<file path="src/rtl/tug_input_stage.sv">
// Tug-of-war input front end: debounced human key pulse plus LFSR-paced CPU opponent.
// Define TUG_CPU_PLAYER_EN to build the CPU player; otherwise cpu_press and lfsr_q are tied to 0.
module tug_input_stage #(
  parameter int unsigned DEBOUNCE_CYCLES = 4,
  parameter int unsigned CPU_PERIOD      = 8
) (
  input  logic       clk,
  input  logic       reset,
  input  logic       key_raw,
  input  logic       cpu_en,
  input  logic [8:0] difficulty,
  input  logic       game_over,
  output logic       human_press,
  output logic       cpu_press,
  output logic [9:0] lfsr_q
);

  typedef enum logic [1:0] {RELEASED, PRESS_WAIT, PRESSED, RELEASE_WAIT} deb_state_t;

  localparam int unsigned CNT_W = (DEBOUNCE_CYCLES > 2) ? $clog2(DEBOUNCE_CYCLES) : 1;
  localparam logic [CNT_W-1:0] CNT_LAST = CNT_W'(DEBOUNCE_CYCLES - 1);

  logic             s1, s2;
  deb_state_t       state, state_next;
  logic [CNT_W-1:0] cnt, cnt_next;
  logic             press_accept;

  // s1/s2 hold the pressed level (inverted key) so the FSM works in positive logic
  always_ff @(posedge clk or negedge reset) begin
    if (!reset) begin
      s1 <= 1'b0;
      s2 <= 1'b0;
    end else begin
      s1 <= ~key_raw;
      s2 <= s1;
    end
  end

  always_comb begin
    state_next   = state;
    cnt_next     = cnt;
    press_accept = 1'b0;
    case (state)
      RELEASED: begin
        if (s2) begin
          state_next = PRESS_WAIT;
          cnt_next   = CNT_W'(1);
        end
      end
      PRESS_WAIT: begin
        if (!s2) begin
          state_next = RELEASED;
          cnt_next   = '0;
        end else if (cnt == CNT_LAST) begin
          state_next   = PRESSED;
          cnt_next     = '0;
          press_accept = 1'b1;
        end else begin
          cnt_next = cnt + CNT_W'(1);
        end
      end
      PRESSED: begin
        if (!s2) begin
          state_next = RELEASE_WAIT;
          cnt_next   = CNT_W'(1);
        end
      end
      RELEASE_WAIT: begin
        if (s2) begin
          state_next = PRESSED;
          cnt_next   = '0;
        end else if (cnt == CNT_LAST) begin
          state_next = RELEASED;
          cnt_next   = '0;
        end else begin
          cnt_next = cnt + CNT_W'(1);
        end
      end
      default: begin
        state_next = RELEASED;
        cnt_next   = '0;
      end
    endcase
  end

  // FSM keeps tracking during game_over; only the pulse is masked
  always_ff @(posedge clk or negedge reset) begin
    if (!reset) begin
      state       <= RELEASED;
      cnt         <= '0;
      human_press <= 1'b0;
    end else begin
      state       <= state_next;
      cnt         <= cnt_next;
      human_press <= press_accept & ~game_over;
    end
  end

`ifdef TUG_CPU_PLAYER_EN
  localparam int unsigned DIV_W = $clog2(CPU_PERIOD);
  localparam logic [DIV_W-1:0] DIV_LAST = DIV_W'(CPU_PERIOD - 1);

  logic [9:0]       lfsr;
  logic [DIV_W-1:0] div;
  logic             tick;

  assign tick   = (div == DIV_LAST);
  assign lfsr_q = lfsr;

  // decision compares against the pre-edge LFSR value
  always_ff @(posedge clk or negedge reset) begin
    if (!reset) begin
      lfsr      <= 10'h3FF;
      div       <= '0;
      cpu_press <= 1'b0;
    end else begin
      lfsr      <= {lfsr[8:0], lfsr[9] ^ lfsr[6]};
      div       <= tick ? '0 : div + DIV_W'(1);
      cpu_press <= tick & cpu_en & ~game_over & ({1'b0, difficulty} > lfsr);
    end
  end
`else
  localparam int unsigned cpu_period_unused = CPU_PERIOD;
  logic cpu_unused;

  assign cpu_unused = ^{cpu_en, difficulty};
  assign cpu_press  = 1'b0;
  assign lfsr_q     = '0;
`endif

endmodule
</file>
<file path="config.mk">
export PLATFORM = sky130hd
export DESIGN_NAME = tug_input_stage
export DESIGN_NICKNAME = d
export VERILOG_FILES = /design/src/rtl/tug_input_stage.sv
export SDC_FILE = /design/constraint.sdc
export NUM_CORES = 1
export LEC_CHECK = 0
export ABC_AREA = 1
export BUFFER_PORTS_ARGS = -buffer_cell sky130_fd_sc_hd__buf_2
export CELL_PAD_IN_SITES_DETAIL_PLACEMENT = 1
export CELL_PAD_IN_SITES_GLOBAL_PLACEMENT = 1
export CORE_MARGIN = 1
export CORE_UTILIZATION = 25
export DETAILED_ROUTE_END_ITERATION = 16
export PLACE_DENSITY_LB_ADDON = 0.1
export SLEW_MARGIN = 25
export SYNTH_ARGS = -nofsm -noshare
export SYNTH_HDL_FRONTEND = slang
export SYNTH_SLANG_ARGS = --single-unit
export TNS_END_PERCENT = 20
</file>
<file path="constraint.sdc">
create_clock -name clk -period 1.51 [get_ports clk]
set_clock_uncertainty 0.15 [all_clocks]
set_input_delay 0.2265 -clock clk [delete_from_list [all_inputs] [get_ports clk]]
set_output_delay 0.2265 -clock clk [all_outputs]
set_load 0.03 [all_outputs]
</file>
# == Word level (Yosys, flattened, before mapping) ==
# Index checks and enable logic that the tools add are counted.
# classes
add_sub_neg,1
eq_ne,8
muxes,15
bitwise,3
reduce_logical,3
# op_table
cell,count
$mux W2,10
$pmux W2 S4,2
$eq A2 B2 Y1 const B,3
$ne A3 B3 Y1 const B,2
$ne A2 B2 Y1 const B,2
$reduce_and A4 Y1,1
$mux W1,3
$add A2 B1 Y2 const B,1
$eq A2 B1 Y1 const B,1
$logic_not A2 Y1,1
$not A1 Y1,2
$reduce_and A2 Y1,1
$and A1 B1 Y1,1
# word_totals
regBits,7
input_bits,14
out_inout_bits,12
elab_cells,35

# == Depth between registers and ports, before layout ==
# depth
depth_word,5
depth_mapped,7
ltp_nobuf,7

# == Least setup slack after synthesis ==
# OpenSTA, ideal clock, no wires.
# synth_timing
kind,register -> register
start,register cnt[0]
end,register (tool-made name)
setup_ns,0.116
arrival_ns,0.792
t_required_ns,1.244
slack_ns,0.451
stages_incl_launch_ff,6
n_path_buf,0
period_less_slack_ns,1.059
path_cell_list,dfrtp_1 ha_1 inv_1 nand2_1 nand3_1 nand2_1
# synth_rtl
element,line,source
from (decl),25,"logic [CNT_W-1:0] cnt, cnt_next;"
from (signal assigned),94,cnt <= cnt_next;

# == Worst setup path after layout ==
# layout_timing
start,register human_press
end,output port human_press
# layout_rtl
element,line,source
from (decl),13,"output logic human_press,"
from (signal assigned),95,human_press <= press_accept & ~game_over;
# No word-level cell between the ends.

==> impl_results.md <==
* Total GRT Usage at 9.849%
* GR Overflow Total at 0
* Post-synthesis sequential area ratio at 47.95%
* Hold WS at 0.1873 ns
* Post-route DRC at 0
* Ys async rst share at 100.0%
* Setup_tns at 0 ns
* Clk_lat worst skew at 0.25 ns
* # port buffers at 4
* DRT antenna net count at 0
* CTS Buf Count at 3
* Largest net degree at the start of global routing at 8
* Peak fanout along the critical path at 1
* Top cells by count, synth: buf_4, dfrtp_1, nand2_1
* Clk sink count at 7
* RePlAce Congestion at 0.6257
* Setup CP Type: reg2out
* Final hold vios at 0
* Antenna violations before repair at 0
* Status: completed
* Area of placed instances at 359.1 µm²
* DP HPWL at 420.2 µm
* Final setup vio count at 0
* Core Footprint at 1334 µm²
* Placed Cells at 59
* Startpoint Class: flop
* CTS root buffer: clkbuf_4
* Final setup margin at 0.3690 ns
* Slew Viols, Final at 0
* Reg clk slew, reported paths at 0.05 ns
* Crit-path max cell delay at 0.35 ns
* Critical path data arrival time at 0.76 ns
* Leakage power at 0.2367 nW
* Unrepaired setup endpoints after global routing: false
* Synth Register Bits at 7
* WP data required at 1.13 ns
* CP Cell Sequence: buf_2
* Synth warn at 0
* Chip Width at 40.23 µm
* Synth-to-layout area growth at 13.70%
* Global-route wire length before repair at 903 µm
* Cell Area, Synth at 365.4 µm²
* NumNets Final at 67
* Post-synth top area cell: dfrtp_1
* CTS tree: built
* Routed via count at 250
* Max Cap Viol at 0
* Most used DFF post-synth: dfrtp_1
* Period utilization at 75.56%
* Syn_area_per_cell at 8.911 µm²
* Ports at 26
* Pwr dens at 1517 nW/µm²
* Drt total wl at 542 µm
* Total power at 0.6303 mW
* DRT Pass-1 Iters at 3
* Syn Inst Count at 41
* Die area at 1618 µm²
* Finished Layout Cells at 66
* Synth unique cells at 13
* CP max stage cell: dfrtp_1
* Die Y-Extent at 40.23 µm
* CTS-repair resized insts at 0
* Ranking of synthesized cells by area: dfrtp_1, buf_4, nand2_1
* Place WS at 0.3951 ns
* Initial DRC Count at 6
* Vias in the first global route at 223
* CP Capture Type: output port
* CTS H-tree depth at 1
* Share of the synthesized area in the top cell type at 47.95%
* Via-to-Cell Ratio at 3.788
* Post-synth EDFFs at 0
* Layout cells sized above 1 at 15.69%
* Util after Layout at 31.14%
* Minimum clock period at 1.141 ns
* F_max at 0.8764 GHz
* Worst-case clock buffer depth at 2
* CP top delay family: flip-flops
* Hold Path Class: in2async
* Top-count cell post-synth: buf_4
* Wire length per cell at 8.212 µm
* Ant. Diodes at 0
* Placement Rows at 13
* Post-route cell area at 415.4 µm²
* Buf/Inv on CP at 1
* Peak VDD IR at 636.0 µV
* Initial Util at 27.39%
[cell usage in the layout (no fill, tap or decap), drive strengths merged]
cell type,Yosys,routed
a21oi,1,1
nor4,1,1
dlygate4sd3,0,3
o21ai,1,1
inv,6,6
clkbuf,0,4
conb,1,11
nor2,1,1
ha,1,1
dfrtp,7,7
buf,11,4
nand4,1,1
nand2,8,8
nand3,2,2
[cell families after synthesis]
logic type      share of synthesized area [%]
buf+inv                                 28.77
fa+ha+maj                               3.424
compound gates                          2.737
simple gates                            16.10
other cells                             1.026
flops                                   47.95
[per-layer routing]
metal	share of wire, %	track usage [%]	routed length, µm
met1	42	9.278	225
met5	0	0	0
met2	46	13.71	248
met3	11	8.333	57
met4	1.8	7.500	10
[final cells by class]
cell class,count,area [µm²]
clock buffer,4,26.28
tap,15,18.77
inverter,6,22.52
sequential,7,175.2
timing repair buffer,7,50.05
multi-input combinational,27,122.6
fill,177,918.4
[power breakdown]
| part | internal [mW] | switching [mW] |
|---|---|---|
| clock | 0.101 | 0.0644 |
| combinational | 0.0588 | 0.125 |
| sequential | 0.239 | 0.0423 |
| total | 0.398 | 0.232 |
[repair_timing]
item                      4_1_cts  5_1_grt
buffers inserted                0        0
hold buffers                    3        0
hold endpoints to repair        9        0
[worst paths after layout]
check                                       from                    end  slack, ns  cells past startpoint
setup reg to reg              cnt[0]$_DFFE_PN0P_                   flop       0.40                      5
hold / removal                             reset  human_press$_DFF_PN0_       0.19                      2
max in group asynchronous                  reset     cnt[1]$_DFFE_PN0P_       0.86                      2
hold reg to reg                     s1$_DFF_PN0_           s2$_DFF_PN0_       0.20                      0
setup / recovery           human_press$_DFF_PN0_            human_press       0.37                      1
min in group clk                    s1$_DFF_PN0_           s2$_DFF_PN0_       0.20                      0
(Power assumes the default switching activity.)
